`config.mk`:
```
export PLATFORM = sky130hd
export DESIGN_NAME = zombie_lane_engine
export DESIGN_NICKNAME = d
export VERILOG_FILES = /design/src/rtl/zombie_lane_engine.sv
export SDC_FILE = /design/constraint.sdc
export NUM_CORES = 1
export LEC_CHECK = 0
export BUFFER_PORTS_ARGS = -buffer_cell sky130_fd_sc_hd__buf_2
export CORE_MARGIN = 3
export CORE_UTILIZATION = 64
export CTS_BUF_LIST = sky130_fd_sc_hd__clkbuf_8
export DETAILED_ROUTE_END_ITERATION = 7
export GPL_TIMING_DRIVEN = 0
export PLACE_DENSITY_LB_ADDON = 0.12
export SLEW_MARGIN = 15
export SYNTH_ARGS = -nofsm -noshare
export SYNTH_HDL_FRONTEND = slang
export SYNTH_SLANG_ARGS = --single-unit
```
`constraint.sdc`:
```
create_clock -name clk -period 4.6 [get_ports clk]
set_input_delay 1.38 -clock clk [delete_from_list [all_inputs] [get_ports clk]]
set_output_delay 1.38 -clock clk [all_outputs]
set_load 0.02 [all_outputs]
```
`src/rtl/zombie_lane_engine.sv`:
```
// -----------------------------------------------------------------------------
// zombie_lane_engine
//
// Game core for a lane-based "zombies walk left across the lawn" game.
// Each lane holds at most one zombie. Zombies spawn at SPAWN_X and step one
// pixel left on every movement tick. A zombie standing on END_OF_LAWN when
// a tick arrives loses the game. A projectile hit removes the zombie and adds
// a kill. Reaching KILLS_TO_WIN kills wins the game. The block also tells the
// VGA renderer whether the current pixel is covered by a live zombie.
//
// States (game_state is the one-hot state register itself):
//   state   | meaning
//   --------+------------------------------------------------------------
//   IDLE    | after reset, waiting for start
//   RUN     | game in progress: divider counts, zombies move, spawns/hits
//   LOST    | a zombie reached the end of the lawn; everything frozen
//   WON     | kill target reached; everything frozen
//
// Ports:
//   clk, reset                 system clock, async active-high reset
//   start                      one-cycle pulse, (re)starts a game from any state
//   spawn_valid/lane/ready     spawn handshake, ready is combinational
//   hit_valid/lane             projectile hit report
//   hCount, vCount             current VGA pixel coordinate
//   zombie_pixel               pixel lies on a live zombie (combinational)
//   lane_active                per-lane zombie present flags
//   zombies_killed             saturating kill counter
//   game_state                 one-hot {WON, LOST, RUN, IDLE}
//   tick                       one-cycle pulse when zombies move
// -----------------------------------------------------------------------------
module zombie_lane_engine #(
    parameter int NUM_LANES    = 5,
    parameter int TICK_DIV     = 500000,
    parameter int LANE_TOP     = 160,
    parameter int LANE_HEIGHT  = 128,
    parameter int ZOMBIE_WIDTH = 100,
    parameter int SPAWN_X      = 700,
    parameter int END_OF_LAWN  = 0,
    parameter int KILLS_TO_WIN = 20
) (
    input  logic                 clk,
    input  logic                 reset,
    input  logic                 start,
    input  logic                 spawn_valid,
    input  logic [2:0]           spawn_lane,
    output logic                 spawn_ready,
    input  logic                 hit_valid,
    input  logic [2:0]           hit_lane,
    input  logic [9:0]           hCount,
    input  logic [9:0]           vCount,
    output logic                 zombie_pixel,
    output logic [NUM_LANES-1:0] lane_active,
    output logic [15:0]          zombies_killed,
    output logic [3:0]           game_state,
    output logic                 tick
);

    localparam int DIV_W = (TICK_DIV > 1) ? $clog2(TICK_DIV) : 1;
    localparam logic [DIV_W-1:0] DIV_MAX = DIV_W'(TICK_DIV - 1);
    localparam logic [9:0]  X_SPAWN  = 10'(SPAWN_X);
    localparam logic [9:0]  X_END    = 10'(END_OF_LAWN);
    localparam logic [15:0] KILL_WIN = 16'(KILLS_TO_WIN);

    typedef enum logic [3:0] {
        ST_IDLE = 4'b0001,
        ST_RUN  = 4'b0010,
        ST_LOST = 4'b0100,
        ST_WON  = 4'b1000
    } state_t;

    state_t                 state_q, state_d;
    logic [NUM_LANES-1:0]   active_q, active_d;
    logic [9:0]             x_q [NUM_LANES];
    logic [9:0]             x_d [NUM_LANES];
    logic [15:0]            kills_q, kills_d;
    logic [DIV_W-1:0]       div_q, div_d;
    logic                   tick_w;
    logic                   kill_w;
    logic                   lost_w;

    // A start in the same cycle restarts the divider, so no movement happens.
    assign tick_w = (state_q == ST_RUN) && !start && (div_q == DIV_MAX);

    assign tick           = tick_w;
    assign game_state     = state_q;
    assign lane_active    = active_q;
    assign zombies_killed = kills_q;

    // Out-of-range lane indices never match a loop index, so they stay unready.
    always_comb begin
        spawn_ready = 1'b0;
        for (int i = 0; i < NUM_LANES; i++) begin
            if ((spawn_lane == 3'(i)) && !active_q[i]) begin
                spawn_ready = (state_q == ST_RUN);
            end
        end
    end

    always_comb begin
        state_d  = state_q;
        active_d = active_q;
        x_d      = x_q;
        kills_d  = kills_q;
        div_d    = div_q;
        kill_w   = 1'b0;
        lost_w   = 1'b0;

        if (start) begin
            state_d  = ST_RUN;
            active_d = '0;
            kills_d  = '0;
            div_d    = '0;
            for (int i = 0; i < NUM_LANES; i++) begin
                x_d[i] = X_SPAWN;
            end
        end else if (state_q == ST_RUN) begin
            div_d = tick_w ? '0 : div_q + 1'b1;

            // Per lane: hit beats movement, so a zombie shot on the tick that
            // would have ended the game is simply removed. A spawn can never
            // collide with a hit because spawn_ready needs an empty lane.
            for (int i = 0; i < NUM_LANES; i++) begin
                if (hit_valid && (hit_lane == 3'(i)) && active_q[i]) begin
                    active_d[i] = 1'b0;
                    kill_w      = 1'b1;
                end else if (spawn_valid && spawn_ready && (spawn_lane == 3'(i))) begin
                    active_d[i] = 1'b1;
                    x_d[i]      = X_SPAWN;
                end else if (tick_w && active_q[i]) begin
                    if (x_q[i] == X_END) begin
                        lost_w = 1'b1;
                    end else begin
                        x_d[i] = x_q[i] - 10'd1;
                    end
                end
            end

            if (kill_w && (kills_q != 16'hFFFF)) begin
                kills_d = kills_q + 16'd1;
            end

            // Losing on another lane outranks winning in the same cycle.
            if (lost_w) begin
                state_d = ST_LOST;
            end else if (kill_w && (kills_d == KILL_WIN)) begin
                state_d = ST_WON;
            end
        end
    end

    always_ff @(posedge clk or posedge reset) begin
        if (reset) begin
            state_q  <= ST_IDLE;
            active_q <= '0;
            kills_q  <= '0;
            div_q    <= '0;
            for (int i = 0; i < NUM_LANES; i++) begin
                x_q[i] <= X_SPAWN;
            end
        end else begin
            state_q  <= state_d;
            active_q <= active_d;
            kills_q  <= kills_d;
            div_q    <= div_d;
            for (int i = 0; i < NUM_LANES; i++) begin
                x_q[i] <= x_d[i];
            end
        end
    end

    // Bounds are widened to 11 bits so x + width never wraps past 1023.
    always_comb begin
        zombie_pixel = 1'b0;
        for (int i = 0; i < NUM_LANES; i++) begin
            if (active_q[i]
                && ({1'b0, vCount} >= 11'(LANE_TOP + i * LANE_HEIGHT))
                && ({1'b0, vCount} <= 11'(LANE_TOP + (i + 1) * LANE_HEIGHT - 1))
                && ({1'b0, hCount} >= {1'b0, x_q[i]})
                && ({1'b0, hCount} <= ({1'b0, x_q[i]} + 11'(ZOMBIE_WIDTH - 1)))) begin
                zombie_pixel = 1'b1;
            end
        end
    end

endmodule
```
==> results.py, run 1 <==
metrics = {
    "clocking": {
        "cts.clk_slew.worst_paths_ns": 0.09,
        "cts_buffers": 9,
        "postCtsHoldBufs": 0,
        "cts-root-buf": "clkbuf_8",
        "clock_sinks": 94,
        "cts_max_level": 3,
        "cts_tree": "yes",
        "clk_latency_ns": 0.37,
        "clk_path_buf_depth": 2,
    },
    "global_routing": {
        "grt_pass1_vias": 7179,
        "grt_usage": 0.304,
        "grt_pass1_wl_um": 35800,
        "antenna_found_initial": 2,
        "grt-ovfl-total": 0,
        "grt_max_degree": 53,
    },
    "floorplanning": {
        "die-area_um2": 14600,
        "dieWidth_um": 121,
        "initial_core_util": 0.662,
        "top_level_ports": 59,
        "rows": 41,
        "fp.dieH_um": 121,
        "core_area_um2": 12800,
    },
    "timing": {
        "skew_ns": 0.0131,
        "slew-limit-headroom": 0.471,
        "rsz0062_at_grt": "true",
        "slew_viol_final": 0,
        "fin_worst_hold_slack_ns": 0.505,
        "fmax_ghz": 0.213,
        "setup_viol": 1,
        "finalCriticalPeriod_ns": 4.70,
        "worst-slew-pin-transition_ns": 0.787,
        "period_share": 1.02,
        "layout_setup_ws_ns": -0.105,
        "hold_viol": 0,
    },
    "run": {
        "drv_cap": 0,
    },
    "synthesis": {
        "ys_top_cells_by_count": "107 x ha_1, 94 x nor2_1, 89 x nand2_1",
        "yosys.area_share.simple": 0.235,
        "yosys_warnings": 0,
        "syn_nets": 1133,
        "syn_area_per_cell_um2": 8.50,
        "yosys_register_bits": 94,
        "synth_compound_area_frac": 0.169,
        "postSynthCellCount": 995,
        "ys_top_cells_by_area": "dfrtp_1 19%, ha_1 16%, dfstp_2 9.6%",
        "synth_top_area_cell": "dfrtp_1",
        "synth_edf_count": 0,
        "synth_top_family_by_area": "simple AND/OR/NAND/NOR gates",
        "synth-main-ff-cell": "dfrtp_1",
        "ys_seq_area_frac": 0.283,
        "yosysTopAreaCellShare": 0.186,
        "synth.most_common_cell": "ha_1",
        "yosysUniqueCellTypes": 80,
        "synth_xor_area_frac": 0.0994,
        "synthAdderAreaFrac": 0.158,
        "synthMuxAreaShare": 0.00976,
        "synthArstFlopShare": 1.00,
        "synth_area_um2": 8460,
    },
    "routing": {
        "vias": 7873,
        "dr.pass1.iters": 5,
        "drtIter0Drc": 679,
        "dr_wl_met2_um": 10700,
        "route.detailed.drc": 0,
        "vias_per_cell": 6.37,
        "drt-met1-wl_um": 9950,
        "maxUsedRoutingLayer": "met5",
        "wirelength_um": 22900,
        "wl_per_cell_um": 18.5,
        "ant_nets": 0,
        "dr_wl_met3_um": 1460,
    },
    "layout": {
        "fin_cells": 1236,
        "fin_area_um2": 9540,
        "syn_to_final_growth_pct": 12.7,
        "layout-drive-gt1-share": 0.167,
        "final_util": 0.747,
        "final_net_count": 1197,
        "diodes": 0,
    },
    "worst_setup_path": {
        "required_ns": 3.22,
        "crit_arrival_ns": 3.32,
        "crit_type": "in2out",
        "end_kind": "output pin",
        "worstSetupStartpointType": "primary input",
        "cp_max_fo": 10,
        "reg2reg_slack_ns": 1.40,
        "ff2ff_path_depth": 8,
    },
    "power_and_ir_drop": {
        "p_leak_nw": 4.15,
        "ir_worst_vdd_mv": 0.202,
        "powerDensity_nw_per_um2": 180,
    },
    "status": {
        "failed_checks": "setup timing",
        "status": "finished with violations",
    },
    "placed_design": {
        "dpl_cell_area_um2": 8970,
        "gp_congestion": 0.884,
        "dpl.hpwl_um": 16100,
        "placedCellCount": 1221,
        "portBuffers": 53,
    },
    "min_path": {
        "worstHoldPathType": "reg2reg",
        "holdPathStages": 2,
    },
}
## sequential cells by signal, summed over array words and instances (netlist names)
register and flops:
lane_active 5, x_q 50, zombies_killed 16, div_q 19
game_state 4
## routing by layer
| metal | global-route usage | vias to the layer above |
|---|---|---|
| met5 | 0 | - |
| met4 | 0.113 | 4 |
| met3 | 0.0513 | 67 |
| met2 | 0.485 | 315 |
| met1 | 0.414 | 3735 |
| li1 | - | 3752 |
## cell usage in the layout (no fill, tap or decap), types with 9 or more instances in the layout
cell type  count
xnor2_1       75
ha_1          96
nand4_1       27
o21ai_0       55
nand3_1       37
o31ai_1       12
nor2_1        93
ha_4          10
o21ai_1       12
inv_1         65
nor3_1        25
dfstp_2       31
clkbuf_1      20
and3_1         9
buf_4         14
buf_2         45
xor2_1        21
a21oi_1       30
a21o_1        13
dfrtp_1       61
nor4_1        16
nand2_1       86
clkbuf_8      11
## worst paths after layout
kind / start / endpoint
hold reg to reg: x_q[41] / x_q[41]
setup reg to reg: div_q[7] / x_q[26]
min in group asynchronous: reset / div_q[16]
max in group asynchronous: reset / x_q[27]
hold / removal: x_q[41] / x_q[41]
setup / recovery: hCount[5] / zombie_pixel
## cell type report
cell class	instances	area, um2
sequential	94	2390
buffer	24	95.1
inverter	69	265
clock inverter	5	81.3
tap	172	215
multi-input combinational	797	5910
timing repair buffer	64	422
fill	951	3240
clock buffer	11	151
## report_power, final
group / leakage [nW] / internal, mW / total, mW / switching (mW)
registers: 1.19 / 0.832 / 0.840 / 0.00844
logic: 2.84 / 0.0887 / 0.237 / 0.149
clock network: 0.116 / 0.336 / 0.639 / 0.303
## cell families after synthesis
logic type	after synthesis
adders and majority gates	107
buffers and inverters	104
AOI/OAI and AO/OA	210
muxes	7
DFF	94
xor gates and xnor gates	96
and+or+nand+nor	377
## what timing repair did
action                                  4_1_cts  5_1_grt
setup buffers                                 4        6
resized for setup                            32       34
endpoints found under the setup margin        1        1
pin swaps                                    11       13
## metrics by stage
step	setup TNS [ns]	power (mW)	worst slack, ns
floorplan	0	0.981	0.200
global placement	-20.49	1.06	-0.450
detailed placement	-0.430	1.06	-0.430
CTS	-0.0249	1.70	-0.0249
global route	-0.234	1.78	-0.234
finish	-0.105	1.72	-0.105
## critical path, stage by stage
cell and delay [ns]:
buf_4 0.21, ha_4 0.24, a2111o_1 0.41, a31oi_1 0.19
o21ai_0 0.16, a221oi_1 0.29, a211o_1 0.14, nand4_1 0.12
buf_6 0.17
No activity file was read; power rests on OpenSTA's default activity.
==> run 2, diff against run 1 <==
Settings changed: ABC_CLOCK_PERIOD_IN_PS set to 4600, CELL_PAD_IN_SITES_DETAIL_PLACEMENT set to 0, CELL_PAD_IN_SITES_GLOBAL_PLACEMENT set to 1, CORE_UTILIZATION 64 to 48.
==> run 2 against run 1 <==
- sequential cell count unchanged
- critical path type unchanged
- maximum frequency up 2.6%
- total power down 1.9%
- largest cell class unchanged
- clock-buffer cell count down 1
- critical path depth up 3
- critical endpoint unchanged
- sequential share of layout area down 0.53 points
- the run now ends clean
- sequential power about the same
==> results.py, run 2 (same netlist as run 1, synthesis figures left out) <==
metrics = {
    "status": {
        "status": "finished, final reports clean",
    },
    "timing": {
        "rsz0062_at_grt": "true",
        "setup_viol": 0,
        "slew-limit-headroom": 0.502,
        "skew_ns": 0.0108,
        "period_share": 0.996,
        "worst-slew-pin-transition_ns": 0.744,
        "hold_viol": 0,
        "slew_viol_final": 0,
        "fin_setup_tns_ns": 0,
        "finalCriticalPeriod_ns": 4.58,
        "fmax_ghz": 0.218,
    },
    "clocking": {
        "cts_tree": "yes",
        "postCtsHoldBufs": 0,
        "cts_buffers": 9,
        "clk_latency_ns": 0.40,
        "cts_max_level": 3,
        "cts.clk_slew.worst_paths_ns": 0.10,
        "clock_sinks": 94,
        "cts-root-buf": "clkbuf_8",
        "clk_path_buf_depth": 2,
    },
    "global_routing": {
        "grt_max_degree": 71,
        "antenna_found_initial": 0,
        "grt-ovfl-total": 0,
        "grt_pass1_vias": 7240,
        "grt_usage": 0.241,
        "grt_pass1_wl_um": 38100,
    },
    "power_and_ir_drop": {
        "powerDensity_nw_per_um2": 173,
        "comb_power_share": 0.143,
        "seq_power_share": 0.499,
        "power_frac_clock": 0.358,
        "ir_worst_vdd_mv": 0.158,
        "p_switching_mw": 0.487,
        "p_leak_nw": 4.19,
        "switching_share": 0.289,
        "intPower_mw": 1.20,
    },
    "layout": {
        "top_register": "x_q",
        "final_common_cell": "ha_1",
        "diodes": 0,
        "final_net_count": 1204,
        "fin_cells": 1291,
        "largest_reg_flops": 50,
        "syn_to_final_growth_pct": 15.2,
        "final_util": 0.575,
        "fillers": 1612,
        "layout_common_cells": "93 x ha_1, 92 x nor2_1, 86 x nand2_1",
        "layout-drive-gt1-share": 0.185,
    },
    "routing": {
        "dr.pass1.iters": 5,
        "route.detailed.drc": 0,
        "wl_per_cell_um": 18.2,
        "ant_nets": 0,
        "vias_per_cell": 5.85,
        "vias": 7547,
        "drtIter0Drc": 485,
        "wirelength_um": 23500,
    },
    "worst_setup_path": {
        "crit_arrival_ns": 3.20,
        "worstSetupStartpointType": "primary input",
        "end_kind": "output pin",
        "cp_max_fo": 2,
        "crit_type": "in2out",
        "required_ns": 3.22,
    },
    "placed_design": {
        "gp_congestion": 0.852,
        "dpl.hpwl_um": 17300,
        "placedCellCount": 1269,
        "portBuffers": 53,
    },
    "min_path": {
        "worstHoldPathType": "reg2reg",
    },
    "floorplanning": {
        "fp.dieH_um": 139,
        "die-area_um2": 19300,
        "core_area_um2": 16900,
        "rows": 47,
        "initial_core_util": 0.500,
        "dieWidth_um": 139,
        "top_level_ports": 59,
    },
    "run": {
        "drv_cap": 0,
    },
}
run 2: cell types whose count changed in the layout (fill, tap and decap cells not counted), moves of 2 or more:
cell	change
buf_4	+10
o21ai_0	-2
buf_6	-2
inv_6	+4
o21ai_2	+2
ha_4	+3
ha_1	-3
run 2: worst paths after layout:
kind / slack, ns / cells past startpoint / end / start
min in group asynchronous: 0.93 / 2 / div_q[1] / reset
setup reg to reg: 1.55 / 7 / div_q[11] / div_q[10]
hold / removal: 0.50 / 2 / x_q[41] / x_q[41]
max in group asynchronous: 2.99 / 3 / x_q[35] / reset
hold reg to reg: 0.50 / 2 / x_q[41] / x_q[41]
setup / recovery: 0.02 / 12 / zombie_pixel / hCount[0]
run 2: power by group through the flow:
stage               logic, mW  registers (mW)  clock network, mW
floorplan               0.128           0.853                  0
global placement        0.208           0.854                  0
detailed placement      0.215           0.854                  0
CTS                     0.233           0.840              0.623
global route            0.270           0.841              0.647
finish                  0.241           0.840              0.604
run 2: metal layers:
layer	vias to the layer above	GRT usage	routed length, um
li1	3767	-	-
met1	3577	0.350	11600
met2	167	0.376	10400
met3	36	0.0283	893
met4	0	0.0808	596
met5	-	0	0
run 2: critical path, cell delays in order:
cell and delay (ns):
buf_6 0.07, clkinvlp_4 0.10, buf_4 0.17, ha_4 0.27, nand2_2 0.05, a211oi_2 0.21
o22ai_2 0.13, nor4_4 0.21, a2111oi_4 0.09, a31oi_2 0.22, nand4_1 0.13, buf_4 0.18
run 2: stage by stage:
stage / setup slack, ns / total power [mW] / instance area [um2] / hold slack [ns]
2_1_floorplan: 0.200 / 0.981 / 8460 / 0.450
3_3_place_gp: -0.689 / 1.06 / 9000 / 0.471
3_5_place_dp: -0.599 / 1.07 / 9030 / 0.484
4_1_cts: -0.0327 / 1.70 / 9510 / 0.509
5_1_grt: -0.0634 / 1.76 / 9740 / 0.541
6_report: 0.0164 / 1.68 / 9740 / 0.501
run 2: final cells by class:
class | count | area [um2] | share of cell area
Multi-Input combinational cell | 797 | 6030 | 0.619
Sequential cell | 94 | 2390 | 0.246
Timing Repair Buffer | 72 | 477 | 0.0489
Tap cell | 220 | 275 | 0.0283
Inverter | 69 | 268 | 0.0275
Clock buffer | 10 | 138 | 0.0141
Buffer | 23 | 91.3 | 0.00937
Clock inverter | 6 | 73.8 | 0.00758
run 2: timing repair:
action,CTS,global route
resized for setup,52,30
setup endpoints to repair,1,1
pin swaps,18,16
setup buffers,4,14
==> run 3, diff against run 2 <==
Settings changed: ABC_CLOCK_PERIOD_IN_PS 4600 to 4300.
Clock period 4.6 ns to 4.3 ns, I/O delays scaled along.
==> run 3 against run 2 <==
- the run now ends with setup timing left
- clock power increased by 6.6%
- non-clock buffer count increased by 15
- sequential share of layout area decreased by 0.55 points
- register-to-register slack got worse by 0.32 ns
- critical path depth increased by 1
- total power increased by 7.1%
- routed wire length increased by 1.3%
- die area unchanged
- sequential cell count unchanged
- worst hold slack about the same
- critical endpoint unchanged
==> results.py, run 3 (same netlist as run 1, synthesis figures left out) <==
metrics = {
    "timing": {
        "hold_viol": 0,
        "rsz0062_at_grt": "true",
        "layout_setup_ws_ns": -0.131,
        "worst-slew-pin-transition_ns": 0.782,
        "period_share": 1.03,
        "finalCriticalPeriod_ns": 4.43,
        "skew_ns": 0.0115,
        "fmax_ghz": 0.226,
        "fin_setup_tns_ns": -0.131,
        "setup_viol": 1,
        "slew_viol_final": 0,
        "slew-limit-headroom": 0.476,
    },
    "layout": {
        "syn_to_final_growth_pct": 17.8,
        "final_net_count": 1219,
        "layout_common_cells": "90 x nor2_1, 90 x ha_1, 84 x nand2_1",
        "fin_cells": 1306,
        "layout-drive-gt1-share": 0.213,
        "fillers": 1584,
        "diodes": 0,
        "largest_reg_flops": 50,
        "top_register": "x_q",
    },
    "clocking": {
        "postCtsHoldBufs": 0,
        "clk_path_buf_depth": 2,
        "cts_max_level": 3,
        "cts_tree": "yes",
        "clk_latency_ns": 0.39,
        "cts-root-buf": "clkbuf_8",
        "cts.clk_slew.worst_paths_ns": 0.10,
        "cts_buffers": 9,
        "clock_sinks": 94,
    },
    "floorplanning": {
        "top_level_ports": 59,
        "die-area_um2": 19300,
        "dieWidth_um": 139,
        "fp.dieH_um": 139,
        "rows": 47,
        "initial_core_util": 0.500,
        "core_area_um2": 16900,
    },
    "power_and_ir_drop": {
        "p_switching_mw": 0.522,
        "comb_power_share": 0.145,
        "powerDensity_nw_per_um2": 181,
        "intPower_mw": 1.28,
        "power_frac_clock": 0.357,
        "switching_share": 0.289,
        "report.power.total_mw": 1.80,
        "ir_worst_vdd_mv": 0.169,
        "seq_power_share": 0.498,
        "p_leak_nw": 4.28,
    },
    "global_routing": {
        "grt-ovfl-total": 0,
        "antenna_found_initial": 0,
        "grt_usage": 0.243,
        "grt_pass1_wl_um": 38400,
        "grt_pass1_vias": 7320,
        "grt_max_degree": 71,
    },
    "routing": {
        "dr_wl_met3_um": 898,
        "vias": 7636,
        "wl_per_cell_um": 18.3,
        "route.detailed.drc": 0,
        "ant_nets": 0,
        "drt-met1-wl_um": 11700,
        "maxUsedRoutingLayer": "met4",
        "dr_wl_met2_um": 10600,
        "drtIter0Drc": 468,
        "vias_per_cell": 5.85,
        "wirelength_um": 23800,
        "dr.pass1.iters": 5,
    },
    "run": {
        "drv_cap": 0,
    },
    "worst_setup_path": {
        "end_kind": "output pin",
        "cp_max_fo": 2,
        "crit_type": "in2out",
        "worstSetupStartpointType": "primary input",
        "required_ns": 3.01,
        "crit_arrival_ns": 3.14,
    },
    "status": {
        "status": "finished with violations",
        "failed_checks": "setup timing",
    },
    "placed_design": {
        "portBuffers": 53,
        "dpl.hpwl_um": 17300,
        "placedCellCount": 1269,
        "gp_congestion": 0.852,
    },
    "min_path": {
        "worstHoldPathType": "reg2reg",
    },
}
## run 3: cell count changes in the layout (fill, tap and decap cells not counted), moves of 3 or more
cell	previous run	this run
buf_4	24	38
ha_1	93	90
inv_1	64	61
xnor2_1	74	71
xnor2_2	1	4
## run 3: layout make-up
type | instances | area (um2) | share of cell area
multi-input cells | 797 | 6120 | 0.615
flip-flops and latches | 94 | 2390 | 0.240
repair buffers | 87 | 599 | 0.0601
well taps | 220 | 275 | 0.0276
inverters | 69 | 270 | 0.0271
clock buffers | 10 | 138 | 0.0138
plain buffers | 23 | 91.3 | 0.00917
clock inverters | 6 | 73.8 | 0.00741
## run 3: power groups by stage
stage / Combinational (mW) / Sequential (mW) / Clock (mW)
floorplan: 0.137 / 0.913 / 0
global placement: 0.222 / 0.913 / 0
detailed placement: 0.230 / 0.913 / 0
CTS: 0.251 / 0.898 / 0.666
global route: 0.293 / 0.899 / 0.693
finish: 0.261 / 0.898 / 0.644
## run 3: critical path: stages
cell and delay [ns]:
buf_6 0.07, clkinvlp_4 0.12, buf_12 0.16, buf_4 0.12
ha_1 0.20, nand2_2 0.07, a211oi_2 0.06, o22ai_1 0.28
nor4_4 0.07, a2111oi_4 0.33, a31oi_2 0.10, nand4_1 0.11
buf_4 0.15
## run 3: per-stage QoR
stage               instance area, um2   util  hold slack, ns  setup slack (ns)
CTS                               9580  0.566           0.509            -0.153
floorplan                         8460      -           0.450            0.0801
finish                            9960  0.588           0.501            -0.131
detailed placement                9030  0.533           0.484            -0.719
global placement                  9000  0.531           0.471            -0.809
global route                      9960  0.588           0.541            -0.216
## run 3: final timing paths
check	startpoint	end	slack [ns]	cells past startpoint
min in group asynchronous	reset	div_q[1]	0.84	2
worst min register to register	x_q[41]	x_q[41]	0.50	2
worst min-delay path	x_q[41]	x_q[41]	0.50	2
max in group asynchronous	reset	x_q[35]	2.79	3
worst max-delay path	hCount[0]	zombie_pixel	-0.13	13
worst max register to register	div_q[10]	div_q[11]	1.23	7
## run 3: what timing repair did
action / in CTS / in global routing
setup buffers: 12 / 21
cloned: 0 / 0
gates resized for setup: 60 / 45
pin swaps: 20 / 39
endpoints found under the setup margin: 1 / 1
## run 3: metal layers
| metal | track usage | vias up |
|---|---|---|
| li1 | - | 3794 |
| met1 | 0.350 | 3641 |
| met2 | 0.379 | 161 |
| met3 | 0.0290 | 40 |
| met4 | 0.0829 | 0 |
| met5 | 0 | - |
